## config.mk

```make
export PLATFORM = sky130hd
export DESIGN_NAME = xf100_exu_wbck_arb
export DESIGN_NICKNAME = d
export VERILOG_FILES = /design/src/rtl/xf100_exu_wbck_arb.sv
export SDC_FILE = /design/constraint.sdc
export NUM_CORES = 1
export LEC_CHECK = 0
export ABC_AREA = 1
export ABC_CLOCK_PERIOD_IN_PS = 3650
export CAP_MARGIN = 20
export CORE_MARGIN = 4
export CORE_UTILIZATION = 51
export DETAILED_ROUTE_END_ITERATION = 6
export GPL_ROUTABILITY_DRIVEN = 0
export PLACE_DENSITY = 0.87
export SLEW_MARGIN = 20
export SYNTH_ARGS = -nofsm -noshare
export SYNTH_HDL_FRONTEND = slang
export SYNTH_SLANG_ARGS = --single-unit
```

## constraint.sdc

```tcl
create_clock -name clk -period 3.65 [get_ports clk]
set_input_delay 0.365 -clock clk [delete_from_list [all_inputs] [get_ports clk]]
set_output_delay 0.365 -clock clk [all_outputs]
set_load 0.05 [all_outputs]
```

## src/rtl/xf100_exu_wbck_arb.sv

```systemverilog
// xf100 EXU writeback arbiter: merges NUM_CH producers onto one registered regfile write port
// and tracks in-flight destinations. Define XF100_WBCK_FIXED_PRIO_EN for fixed priority (ch0 highest).
module xf100_exu_wbck_arb #(
   parameter int NUM_CH  = 3,
   parameter int XLEN    = 32,
   parameter int RFIDX_W = 5
) (
   input  logic                       clk,
   input  logic                       rst,
   input  logic [NUM_CH-1:0]          wbck_i_valid,
   output logic [NUM_CH-1:0]          wbck_o_ready,
   input  logic [NUM_CH*XLEN-1:0]     wbck_i_data,
   input  logic [NUM_CH*RFIDX_W-1:0]  wbck_i_rdidx,
   output logic                       rf_o_wr_en,
   output logic [XLEN-1:0]            rf_o_wr_data,
   output logic [RFIDX_W-1:0]         rf_o_wr_rdidx,
   input  logic                       sb_i_set_en,
   input  logic [RFIDX_W-1:0]         sb_i_set_idx,
   input  logic [RFIDX_W-1:0]         sb_i_chk_idx1,
   input  logic [RFIDX_W-1:0]         sb_i_chk_idx2,
   output logic                       sb_o_busy1,
   output logic                       sb_o_busy2,
   output logic                       sb_o_empty
);
   // Handshake: a channel transfers when valid & ready at a clk edge; ready is a
   // function of valid, so a producer holds valid/data/rdidx stable until ready.

   localparam int PTR_W = (NUM_CH > 1) ? $clog2(NUM_CH) : 1;
   localparam int SB_N  = 1 << RFIDX_W;

   logic [PTR_W-1:0]   start;
   logic [NUM_CH-1:0]  grant;
   logic               any_grant;
   logic [PTR_W-1:0]   win;
   logic [XLEN-1:0]    win_data;
   logic [RFIDX_W-1:0] win_rdidx;
   logic [SB_N-1:0]    sb, sb_nxt;

`ifdef XF100_WBCK_FIXED_PRIO_EN
   assign start = '0;
`else
   logic [PTR_W-1:0] ptr;

   always_ff @(posedge clk or posedge rst) begin
      if (rst)
         ptr <= '0;
      else if (any_grant)
         ptr <= (win == PTR_W'(NUM_CH - 1)) ? '0 : win + PTR_W'(1);
   end

   assign start = ptr;
`endif

   // Scan channels from the start position, wrapping modulo NUM_CH.
   always_comb begin
      int c;
      grant     = '0;
      any_grant = 1'b0;
      win       = '0;
      win_data  = '0;
      win_rdidx = '0;
      c         = 0;
      for (int i = 0; i < NUM_CH; i++) begin
         c = int'(start) + i;
         if (c >= NUM_CH) c = c - NUM_CH;
         if (!any_grant && wbck_i_valid[c]) begin
            any_grant = 1'b1;
            grant[c]  = 1'b1;
            win       = PTR_W'(c);
            win_data  = wbck_i_data[c*XLEN +: XLEN];
            win_rdidx = wbck_i_rdidx[c*RFIDX_W +: RFIDX_W];
         end
      end
   end

   assign wbck_o_ready = grant;

   // x0 writes are consumed but never reach the regfile port.
   always_ff @(posedge clk or posedge rst) begin
      if (rst) begin
         rf_o_wr_en    <= 1'b0;
         rf_o_wr_data  <= '0;
         rf_o_wr_rdidx <= '0;
      end else begin
         rf_o_wr_en <= any_grant && (win_rdidx != '0);
         if (any_grant && (win_rdidx != '0)) begin
            rf_o_wr_data  <= win_data;
            rf_o_wr_rdidx <= win_rdidx;
         end
      end
   end

   // Set is applied after clear so a newly dispatched producer stays pending.
   always_comb begin
      sb_nxt = sb;
      if (rf_o_wr_en)
         sb_nxt[rf_o_wr_rdidx] = 1'b0;
      if (sb_i_set_en && (sb_i_set_idx != '0))
         sb_nxt[sb_i_set_idx] = 1'b1;
   end

   always_ff @(posedge clk or posedge rst) begin
      if (rst)
         sb <= '0;
      else
         sb <= sb_nxt;
   end

   assign sb_o_busy1 = (sb_i_chk_idx1 != '0) && sb[sb_i_chk_idx1];
   assign sb_o_busy2 = (sb_i_chk_idx2 != '0) && sb[sb_i_chk_idx2];
   assign sb_o_empty = ~|sb;

endmodule

```

Word level (Yosys, flattened, before mapping)
Cells that the tools add are included.
W data, S select, Z words.
- bits in registers: 72
- input bits: 132
- output and inout port bits: 44
- word-level logic and storage cells: 104
- add/sub/neg operators: 6
- multiply operators: 3
- magnitude comparators: 15
- equality and inequality tests: 1
- shifts and indexed selects: 6
- muxes and demuxes: 44
- bitwise logic cells: 5
- reduce and logical (&&, ||, !) cells: 19
- operators by type and width (operator ; number):
    $shiftx A96 B32 Y32 ; 3
    $mux W32 ; 8
    $ge A32 B1 Y1 const B ; 3
    $lt A32 B4 Y1 const B ; 3
    $mul A32 B4 Y32 const B ; 3
    $shiftx A15 B32 Y5 ; 3
    $and A32 B32 Y32 ; 1
    $not A32 Y32 ; 1
    $or A32 B32 Y32 ; 1
    $reduce_or A32 Y1 ; 1
    $lt A5 B6 Y1 const B ; 4
    $reduce_bool A5 Y1 ; 4
    $mux W1 ; 16
    $mux W5 ; 3
    $logic_and A1 B1 Y1 ; 11
    $bmux W1 S5 ; 2
    $demux W1 S5 ; 2
    $ge A5 B1 Y1 const B ; 2
    $mux W3 ; 3
    $mux W2 ; 4
    $sub A3 B2 Y4 const B ; 2
    $bmux W1 S2 ; 3
    $demux W1 S2 ; 3
    $ge A3 B2 Y1 const B ; 2
    other kinds (8) ; 11

Logic depth before layout (Yosys ltp)
Gate-level depths: netlist of run 1.
- depth after elaboration: 14
- mapped depth: 25
- gate-level depth less buffers: 21

Worst setup path after synthesis of run 1
Ideal clock, no wire load.
- path kind: flip-flop to flip-flop
- start: reg ptr[0]
- end: reg rf_o_wr_data[19]
- library setup time: 0.119 ns
- data arrival time: 3.078 ns
- data required time: 3.531 ns
- slack: 0.453 ns
- stages on the path, launching flop included: 24
- cell sequence: dfrtp_1 > inv_1 > ha_1 > buf_4 > buf_6 > buf_4 > nand2_1 > inv_1 > ha_1 > inv_1 > fa_1 > nand2_1 > nand2_1 > nand3_1 > o21ai_1 > nand2_1 > nand2_1 > nand2_1 > nand3_1 > nor2_2 > nand3_2 > buf_2 > nand2_1 > nand2_1
- word-level cells in the longest chain between the ends: 14
- elaborated cells between the ends (all ways): 44
- RTL lines (element ; line ; RTL):
    from (decl) ; 42 ; logic [PTR_W-1:0] ptr;
    from (signal assigned) ; 48 ; ptr <= (win == PTR_W'(NUM_CH - 1)) ? '0 : win + PTR_W'(1);
    branches (longest 14 deep; another with $mul A32 B4 Y32) ; -- ;
    to (signal assigned) ; 87 ; rf_o_wr_data <= win_data;
    to (decl) ; 15 ; output logic [XLEN-1:0] rf_o_wr_data,
Several ways; the timed one is not identified. The select of a mux whose other input is x is not followed.
A chain may end at the register's enable or synchronous reset.

Worst setup path after layout of run 1
- start: reg ptr[1]
- end: reg rf_o_wr_rdidx[0]
- word-level cells in the longest chain between the ends: 14
- elaborated cells between the ends (all ways): 38
- RTL lines (element ; line ; RTL):
    branches (longest 14 deep; another with $mul A32 B4 Y32) ; -- ;
    to (signal assigned) ; 88 ; rf_o_wr_rdidx <= win_rdidx;
    to (decl) ; 16 ; output logic [RFIDX_W-1:0] rf_o_wr_rdidx,
Several ways; the timed one is not identified. The select of a mux whose other input is x is not followed.

==> results of run 1 <==
[registers in the layout, summed over array words and instances (netlist names)]
| register | flops |
|---|---|
| ptr | 2 |
| rf_o_wr_data | 32 |
| rf_o_wr_en | 1 |
| rf_o_wr_rdidx | 5 |
| sb | 32 |
[cell type report]
cell class | count | share of cell area, %
Multi-Input combinational cell | 878 | 50.0
Sequential cell | 72 | 20.0
Clock buffer | 12 | 2.74
Timing Repair Buffer | 194 | 21.4
Clock inverter | 4 | 0.223
Tap cell | 176 | 2.45
Inverter | 76 | 3.17
[metrics by stage]
step | utilization, % | worst slack (ns) | cell area [um^2] | cells | hold WS, ns
CTS | 67.3 | 0.325 | 8990 | 1412 | 0.534
global placement | 65.3 | 0.495 | 8720 | 1396 | 0.516
finish | 67.3 | 0.269 | 8990 | 1412 | 0.531
detailed placement | 65.3 | 0.383 | 8720 | 1396 | 0.518
floorplan | - | 0.453 | 7010 | 1107 | 0.493
global route | 67.3 | 0.0172 | 8990 | 1412 | 0.545
[cells in the mapped netlist, drive strengths merged]
master,instances
dfrtp,72
nor4,8
nand3,84
a21boi,1
fa,1
ha,8
a21oi,58
o21ai,217
nor3,29
or2,1
conb,2
o211ai,10
o22ai,6
a2bb2oi,32
o21a,2
o221ai,38
nand2,206
inv,76
a31oi,2
nand4,42
nor2,129
buf,38
clkbuf,43
a22oi,1
a221oi,1
[power by group through the flow]
stage	clock network, mW	registers [mW]	logic, mW
after floorplan	0	2.13	5.26
after global placement	0	1.60	7.57
after detailed placement	0	1.59	7.72
after CTS	0.792	1.60	7.74
after global routing	0.828	1.67	8.61
final	0.785	1.63	7.93
[worst max path at each step]
stage | startpoint | end | slack [ns] | cells after the start
3_3_place_gp | ptr[0]$_DFFE_PP0P_ | rf_o_wr_rdidx[0]$_DFFE_PP0P_ | 0.50 | 17
5_1_grt | ptr[1]$_DFFE_PP0P_ | rf_o_wr_rdidx[0]$_DFFE_PP0P_ | 0.02 | 17
2_1_floorplan | ptr[0]$_DFFE_PP0P_ | rf_o_wr_data[19]$_DFFE_PP0P_ | 0.45 | 23
4_1_cts | ptr[1]$_DFFE_PP0P_ | wbck_o_ready[1] | 0.32 | 12
3_5_place_dp | ptr[1]$_DFFE_PP0P_ | rf_o_wr_rdidx[0]$_DFFE_PP0P_ | 0.38 | 17
6_report | ptr[1]$_DFFE_PP0P_ | rf_o_wr_rdidx[0]$_DFFE_PP0P_ | 0.27 | 17
[metal layers]
metal | track usage (%) | wire length [um] | up-vias
met1 | 40.9 | 9920 | 4045
li1 | - | - | 4157
met3 | 8.40 | 3140 | 76
met4 | 11.7 | 863 | 0
met5 | 0 | 0 | -
met2 | 49.9 | 11800 | 637
[kinds of logic after synthesis]
family                     count (synthesis)  synth area share (%)
DFF                                       72                  25.7
and+or+nand+nor                          499                  31.4
buffers and inverters                    157                  10.3
adders and majority gates                  9                  1.71
other                                      2                 0.107
AOI/OAI and AO/OA                        368                  30.8
[critical path, delay by kind of cell (launching register included)]
kind / cells / cell delay [ns]
flops: 1 / 0.42
simple gates: 8 / 0.93
fa+ha+maj: 2 / 0.41
buf+inv: 5 / 1.13
compound gates: 2 / 0.37
==> results.md, run 1 <==
- Fin Setup TNS: 0 ns
- Worst R2R Path Depth: 17
- Hold endpoint: rf_o_wr_data[1]$_DFFE_PP0P_
- Crit. End Element: flop
- HP Class: reg -> reg
- Largest cells by area after synthesis: dfrtp_1 26%, o21ai_0 15%, nand2_1 11%
- Area of the multi-input gates: 4490 um^2
- Max stage delay on crit path: 0.47 ns
- Register area: 1800 um^2
- Clock power share: 7.6%
- Cell taking the most area after synthesis: dfrtp_1
- Core box area: 13300 um^2
- Initial Util: 52.5%
- Post-route total power: 10.3 mW
- MaxCap Viol Count: 0
- CTS tree: built
- WP data arrival: 3.61 ns
- Share of cells above drive strength 1: 5.02%
- Largest net degree at the start of global routing: 110
- Final HPWL DP: 17600 um
- Clk slew on worst S/H paths: 0.06 ns
- FP Rows: 42
- R2R Setup Slk: 0.27 ns
- CP max FO: 44
- Static Leak: 3.85 nW
- Register area share after synthesis: 25.7%
- CTS H-tree lvls: 3
- CP Class: reg -> reg
- Hold Path Depth: 2
- Pwr per Cell Area: 1150 nW/um^2
- Post-layout min period: 3.38 ns
- R2r startpoint: ptr[1]$_DFFE_PP0P_
- Via count: 8915
- Post-DR wirelength/cell: 18.2 um
- Die extent in x: 125 um
- Tightest Pin Transition: 1.03 ns
- Cell count after synthesis: 1107
- Worst-Skew Late Latency: 0.33 ns
- Remaining DRCs: 0
- Drt first pass iters: 6
- Critical Path RT: 3.88 ns
- Drt total wl: 25700 um
- Sw frac: 59.2%
- Seq pwr share: 15.7%
- Die height: 125 um
- Num CTS Buffers: 9
- Syn Area/Cell: 6.33 um^2
- Max IR drop VDD: 0.977 mV
- Worst R2R End: rf_o_wr_rdidx[0]$_DFFE_PP0P_
- Vias in the first global route: 8217
- ANT cells: 0
- I/O pins: 176
- Synth cell types: 36
- Warnings, synthesis: 0
- Hold buffers post-CTS: 0
- P_int: 4.22 mW
- Syn nets: 1248
- RSZ-0062 raised after global routing: false
- Detailed Route Iter0 Violations: 1200
- GR Util All Layers: 31.3%
- # setup viols final: 0
- Worst-path cell chain: inv_1 -> ha_2 -> buf_4 -> nand2_1 -> nor2_1 -> ha_1 -> inv_1 -> nand2_1 -> nor2_1 -> o21ai_0 -> inv_1 -> nand2_1 -> nand3_1 -> nor2_2 -> buf_4 -> nand2_1 -> o21ai_0
- First-pass GRT wire length: 41200 um
- Final Skew: 0.00464 ns
- Commonest non-fill, non-tap cells in the layout: 210 x o21ai_0, 203 x nand2_1, 171 x clkdlybuf4s50_1
- DR vias/cell: 6.31
- Max-slew violations: 0
- Fmax: 296 MHz
- Top-area cell type share of the netlist area: 25.7%
- Mapped Area: 7010 um^2
- Final hold vios: 0
- Yosys reg bits: 72
- Worst setup SP type: flop
- Critical-path top delay cell: buf_4
- CP most frequent cell: nand2_1
- Synthesis-to-finish area growth: 28.2%
- # clock sinks: 72
- Status: complete, no violations
- Slew headroom: 31.1%
- I/O Buffers: 175
- Commonest non-fill, non-tap cell in the layout: o21ai_0
- Die area: 15700 um^2
- Routed Antenna Nets: 0
- Logic pwr share: 76.7%
- Initial antenna violation count: 0
- Post-cts sizing count: 0
- Gr ovfl total: 0
- Period utilisation layout: 92.6%
- Max clock buf depth: 2
- Sw power: 6.12 mW
- Hold Path Origin: rf_o_wr_data[1]$_DFFE_PP0P_
- Root Buffer: clkbuf_16
- Post-layout net count: 1372
- Post-CTS setup buffers: 0
- Filler cell count: 1220
No activity file was read; power rests on OpenSTA's default activity.
==> inputs of run 2 (changes only) <==
Settings changed: CORE_UTILIZATION 51 to 52, CTS_BUF_LIST set to sky130_fd_sc_hd__clkbuf_8, PLACE_DENSITY 0.87 to 0.88.
==> results.md, run 2 (synthesis results as in run 1) <==
- WP data arrival: 3.08 ns (-0.53 ns)
- Via count: 9026 (+1.2%)
- Max IR drop VDD: 0.888 mV (-9.1%)
- Top Registers: rf_o_wr_data (32), sb (32), rf_o_wr_rdidx (5)
- Drt total wl: 25900 um (+0.90%)
- Final Skew: 0.00837 ns (+0.00373 ns)
- CTS H-tree lvls: 3 (unchanged)
- Crit path buffers/inverters: 5 (unchanged)
- CP Class: reg -> out
- Slew headroom: 40.2% (+9.1 points)
- Hold Path Origin: rf_o_wr_data[30]$_DFFE_PP0P_
- Final hold vios: 0 (unchanged)
- Area of the multi-input gates: 4500 um^2 (+0.17%)
- Post-layout net count: 1372 (unchanged)
- I/O Buffers: 175 (unchanged)
- Root Buffer: clkbuf_8
- CP max FO: 67 (+52%)
- Hold slack: 0.544 ns (+0.0125 ns)
- Critical-path top delay cell: buf_4
- Commonest non-fill, non-tap cell in the layout: o21ai_0
- GR Util All Layers: 33.5% (+2.3 points)
- Initial antenna violation count: 0 (unchanged)
- MaxCap Viol Count: 0 (unchanged)
- Fin Setup TNS: 0 ns (unchanged)
- Initial Util: 52.9% (+0.42 points)
- Die height: 124 um (-0.91%)
- Worst-Skew Late Latency: 0.35 ns (+0.02 ns)
- Vias in the first global route: 8247 (+0.37%)
- Filler cell count: 1150 (-5.7%)
- Commonest non-fill, non-tap cells in the layout: 210 x o21ai_0, 203 x nand2_1, 172 x clkdlybuf4s50_1
- CP most frequent cell: inv_1
- Final HPWL DP: 17700 um (+0.22%)
- Pwr per Cell Area: 1150 nW/um^2 (about the same)
- Share of cells above drive strength 1: 5.10% (+0.081 points)
- Tightest Pin Transition: 0.897 ns (-0.136 ns)
- FP Rows: 42 (unchanged)
- Remaining DRCs: 0 (unchanged)
- Worst setup SP type: flop
- CTS tree: built
- Register area: 1800 um^2 (unchanged)
- Die extent in x: 124 um (-0.91%)
- Largest net degree at the start of global routing: 110 (unchanged)
- Max clock buf depth: 2 (unchanged)
- Synthesis-to-finish area growth: 28.1% (about the same)
- Worst-path cell chain: inv_1 -> ha_2 -> buf_4 -> inv_2 -> nand3_1 -> nand2_4 -> nand3_2 -> inv_1 -> nand2_1 -> o221ai_1 -> buf_12
- I/O pins: 176 (unchanged)
- Crit path max-delay family: buffers and inverters
- Period utilisation layout: 94.4% (+1.8 points)
- Worst R2R Path Depth: 13 (-4)
- Static Leak: 3.84 nW (-0.32%)
- Drt first pass iters: 6 (unchanged)
- Critical Path RT: 3.28 ns (-0.60 ns)
- Post-layout min period: 3.45 ns (+0.0658 ns)
- ANT cells: 0 (unchanged)
- Detailed Route Iter0 Violations: 1281 (+6.8%)
- Max-slew violations: 0 (unchanged)
- Clk slew on worst S/H paths: 0.08 ns (+0.02 ns)
- Core box area: 13200 um^2 (-0.79%)
- Max stage delay on crit path: 0.57 ns (+0.10 ns)
- Hold Path Depth: 2 (unchanged)
- Num CTS Buffers: 9 (unchanged)
- Die area: 15400 um^2 (-1.8%)
- DR vias/cell: 6.39 (+1.2%)
- First-pass GRT wire length: 41400 um (+0.43%)
- HP Class: reg -> reg
- Post-DR wirelength/cell: 18.4 um (+0.90%)
- R2r startpoint: ptr[0]$_DFFE_PP0P_
- Hold endpoint: rf_o_wr_data[30]$_DFFE_PP0P_
- Crit. End Element: output port
- Fmax: 290 MHz (-1.9%)
- # clock sinks: 72 (unchanged)
- # setup viols final: 0 (unchanged)
- Gr ovfl total: 0 (unchanged)
- Routed Antenna Nets: 0 (unchanged)
- R2R Setup Slk: 0.30 ns (+0.03 ns)
- Worst R2R End: rf_o_wr_data[0]$_DFFE_PP0P_
- RSZ-0062 raised after global routing: false
- Status: complete, no violations
[run 2: cell count changes in the layout (fill, tap and decap cells not counted), moves of 2 or more]
cell / delta
buf_4: -3
bufinv_16: +2
clkbuf_1: -2
clkbuf_16: -9
clkbuf_8: +10
clkinv_2: -4
[run 2: repair_timing]
action,CTS,global route
setup endpoints to repair,0,34
hold buffers,0,0
setup buffers,0,0
endpoints found under the hold margin,0,0
resized for setup,0,3
[run 2: per-layer routing]
layer	track usage (%)	routed length, um	up-vias
li1	-	-	4163
met1	44.0	10100	4130
met2	53.4	11900	642
met3	8.45	2960	91
met4	12.8	950	0
met5	0	0	-
[run 2: worst max-delay path by stage]
stage | startpoint | to | slack (ns) | cells past startpoint
final | ptr[0]$_DFFE_PP0P_ | wbck_o_ready[1] | 0.20 | 11
after global routing | ptr[0]$_DFFE_PP0P_ | wbck_o_ready[1] | 0.02 | 11
after CTS | ptr[1]$_DFFE_PP0P_ | wbck_o_ready[1] | 0.23 | 12
after detailed placement | ptr[1]$_DFFE_PP0P_ | rf_o_wr_data[12]$_DFFE_PP0P_ | 0.36 | 18
after global placement | sb_i_chk_idx1[0] | sb_o_busy1 | 0.46 | 8
after floorplan | ptr[0]$_DFFE_PP0P_ | rf_o_wr_data[19]$_DFFE_PP0P_ | 0.45 | 23
[run 2: cell type report]
cell class / count / area share [%]
Inverter: 76 / 3.18
Clock buffer: 11 / 1.69
Tap cell: 176 / 2.45
Clock inverter: 5 / 0.892
Sequential cell: 72 / 20.1
Multi-Input combinational cell: 878 / 50.1
Timing Repair Buffer: 194 / 21.6
[run 2: per-stage QoR]
step | instances | power (mW) | setup slack [ns] | utilization (%) | instance area (um^2)
after global placement | 1396 | 9.21 | 0.461 | 66.0 | 8740
after global routing | 1412 | 11.1 | 0.0229 | 67.8 | 8980
after CTS | 1412 | 10.1 | 0.235 | 67.7 | 8970
after detailed placement | 1396 | 9.37 | 0.356 | 66.0 | 8740
final | 1412 | 10.3 | 0.204 | 67.8 | 8980
after floorplan | 1107 | 7.39 | 0.453 | - | 7010
[run 2: report_power, final]
part           leakage (nW)  internal (mW)  switching (mW)
logic                  2.86           2.57            5.44
clock network         0.117          0.421           0.310
registers             0.860           1.23           0.354
[run 2: tightest hold or removal path, delay by kind of cell (launching register included)]
kind	cells	cell delay [ns]
flops	1	0.35
simple gates	2	0.17
==> inputs of run 3 (changes only) <==
Settings changed: ABC_CLOCK_PERIOD_IN_PS 3650 to 3900.
Clock period 3.65 ns to 3.9 ns, I/O delays scaled along.
==> results.md, run 3 (synthesis results as in run 1) <==
- Failing checks: DRC
- CTS tree: built
- WP data arrival: 3.11 ns (+0.03 ns)
- Placement Setup Slack: 0.462 ns (+0.106 ns)
- CTS H-tree lvls: 3 (unchanged)
- Worst-path cell chain: clkdlybuf4s50_1 -> inv_1 -> nor2_1 -> o21ai_0 -> nand2_1 -> nand3_1 -> nand2_1 -> nand2_1 -> clkdlybuf4s50_1
- Via count: 9107 (+0.90%)
- Critical Path RT: 3.51 ns (+0.23 ns)
- Post-Layout Cell Count: 1412 (unchanged)
- Final HPWL DP: 18300 um (+3.2%)
- DP Cell Count: 1396 (unchanged)
- GR Util All Layers: 33.4% (-0.13 points)
- Worst-Skew Late Latency: 0.35 ns (about the same)
- Remaining DRCs: 1 (+1)
- Commonest non-fill, non-tap cell in the layout: o21ai_0
- DR vias/cell: 6.45 (+0.90%)
- Max IR drop VDD: 0.791 mV (-11%)
- Post-layout min period: 3.50 ns
- Commonest non-fill, non-tap cells in the layout: 210 x o21ai_0, 203 x nand2_1, 172 x clkdlybuf4s50_1
- HP Class: in -> async
- Logic pwr share: 77.8% (+0.2 points)
- Max stage delay on crit path: 0.82 ns (+0.25 ns)
- Clk slew on worst S/H paths: 0.08 ns (about the same)
- MaxCap Viol Count: 0 (unchanged)
- Synthesis-to-finish area growth: 27.7%
- Top Registers: rf_o_wr_data (32), sb (32), rf_o_wr_rdidx (5)
- Static Leak: 3.83 nW (-0.27%)
- Crit. End Element: output port
- Clock power share: 6.6% (-0.5 points)
- Drt total wl: 26000 um (+0.24%)
- CP max FO: 28 (-58%)
- Initial Util: 52.9% (unchanged)
- Filler cell count: 1212 (+5.4%)
- Max-slew violations: 0 (unchanged)
- # clock sinks: 72 (unchanged)
- Tightest Pin Transition: 0.880 ns (-0.0173 ns)
- ANT cells: 0 (unchanged)
- RSZ-0062 raised after global routing: false
- # setup viols final: 0 (unchanged)
- Status: finished, violations left
- Max clock buf depth: 2 (unchanged)
- Post-layout net count: 1372 (unchanged)
- Die extent in x: 124 um (unchanged)
- Drt first pass iters: 7 (+1)
- CP most frequent cell: nand2_1
- Critical-path top delay cell: clkdlybuf4s50_1
- Vias in the first global route: 8372 (+1.5%)
- Slew headroom: 41.3% (+1.1 points)
- Final Skew: 0.0134 ns (+0.00503 ns)
- Gr ovfl total: 0 (unchanged)
- Detailed Route Iter0 Violations: 1382 (+7.9%)
- Post-CTS setup buffers: 0 (unchanged)
- Fmax: 286 MHz
- Die area: 15400 um^2 (unchanged)
- FP Rows: 42 (unchanged)
- Worst setup SP type: primary input
- Hold buffers post-CTS: 0 (unchanged)
- I/O pins: 176 (unchanged)
- Core box area: 13200 um^2 (unchanged)
- Sw power: 5.73 mW (-6.1%)
- Fin Setup TNS: 0 ns (unchanged)
- CP Class: in -> out
- Final setup margin: 0.405 ns (+0.201 ns)
- Root Buffer: clkbuf_8
- Pwr per Cell Area: 1070 nW/um^2 (-6.6%)
- Final instance area: 8950 um^2 (-0.29%)
- Largest net degree at the start of global routing: 74 (-33%)
- First-pass GRT wire length: 41200 um (-0.33%)
- Final hold vios: 0 (unchanged)
- Period utilisation layout: 89.6%
- Post-cts sizing count: 0 (unchanged)
- P_int: 3.89 mW (-7.8%)
- I/O Buffers: 175 (unchanged)
- Share of cells above drive strength 1: 5.10% (unchanged)
- Routed Antenna Nets: 0 (unchanged)
- DP Area: 8740 um^2 (unchanged)
- Util after Layout: 67.6% (-0.20 points)
- Sw frac: 59.6% (+0.44 points)
- Die height: 124 um (unchanged)
- Num CTS Buffers: 9 (unchanged)
- Initial antenna violation count: 0 (unchanged)
- Post-DR wirelength/cell: 18.4 um (+0.24%)
- Seq pwr share: 15.6% (+0.3 points)
## run 3: cell count changes in the layout (fill, tap and decap cells not counted), sizes merged
cell	delta
inv	-1
bufinv	-1
clkinv	+1
clkbuf	+1
## run 3: layer usage
layer / track usage, % / wire, um / vias to the layer above
met4: 14.8 / 989 / 0
li1: - / - / 4166
met3: 6.04 / 3060 / 99
met2: 53.5 / 11900 / 693
met1: 44.1 / 10000 / 4149
met5: 0 / 0 / -
## run 3: cell type report
class                           instances  area, um^2  share of cell area, %
Inverter                               76         285                   3.19
Clock buffer                           12         165                   1.84
Tap cell                              176         220                   2.46
Clock inverter                          4        51.3                  0.573
Timing Repair Buffer                  194        1940                   21.6
Sequential cell                        72        1800                   20.1
Multi-Input combinational cell        878        4490                   50.2
## run 3: power groups by stage
stage                     clock [mW]  sequential [mW]  combinational [mW]
after CTS                      0.640             1.48                7.33
after floorplan                    0             2.00                4.92
after global placement             0             1.49                7.17
final                          0.635             1.50                7.48
after detailed placement           0             1.49                7.32
after global routing           0.671             1.53                8.14
## run 3: through the flow
step           hold WS, ns  power [mW]
2_1_floorplan        0.493        6.92
3_3_place_gp         0.519        8.66
3_5_place_dp         0.519        8.81
4_1_cts              0.424        9.45
5_1_grt              0.460        10.3
6_report             0.414        9.62
## run 3: critical path: cells and delay by family
| family | cells | cell delay [ns] |
|---|---|---|
| buffers and inverters | 3 | 2.02 |
| and+or+nand+nor | 5 | 0.38 |
| AOI/OAI and AO/OA | 1 | 0.31 |
## run 3: worst paths after layout
kind / end / cells past startpoint / slack (ns) / startpoint
min in group clk: rf_o_wr_data[6]$_DFFE_PP0P_ / 2 / 0.54 / rf_o_wr_data[6]$_DFFE_PP0P_
setup / recovery: sb_o_busy2 / 9 / 0.40 / sb_i_chk_idx2[0]
hold reg to reg: rf_o_wr_data[6]$_DFFE_PP0P_ / 2 / 0.54 / rf_o_wr_data[6]$_DFFE_PP0P_
setup reg to reg: rf_o_wr_data[27]$_DFFE_PP0P_ / 17 / 0.51 / ptr[0]$_DFFE_PP0P_
hold / removal: rf_o_wr_data[0]$_DFFE_PP0P_ / 2 / 0.41 / rst
max in group asynchronous: sb[13]$_DFF_PP0_ / 3 / 2.48 / rst
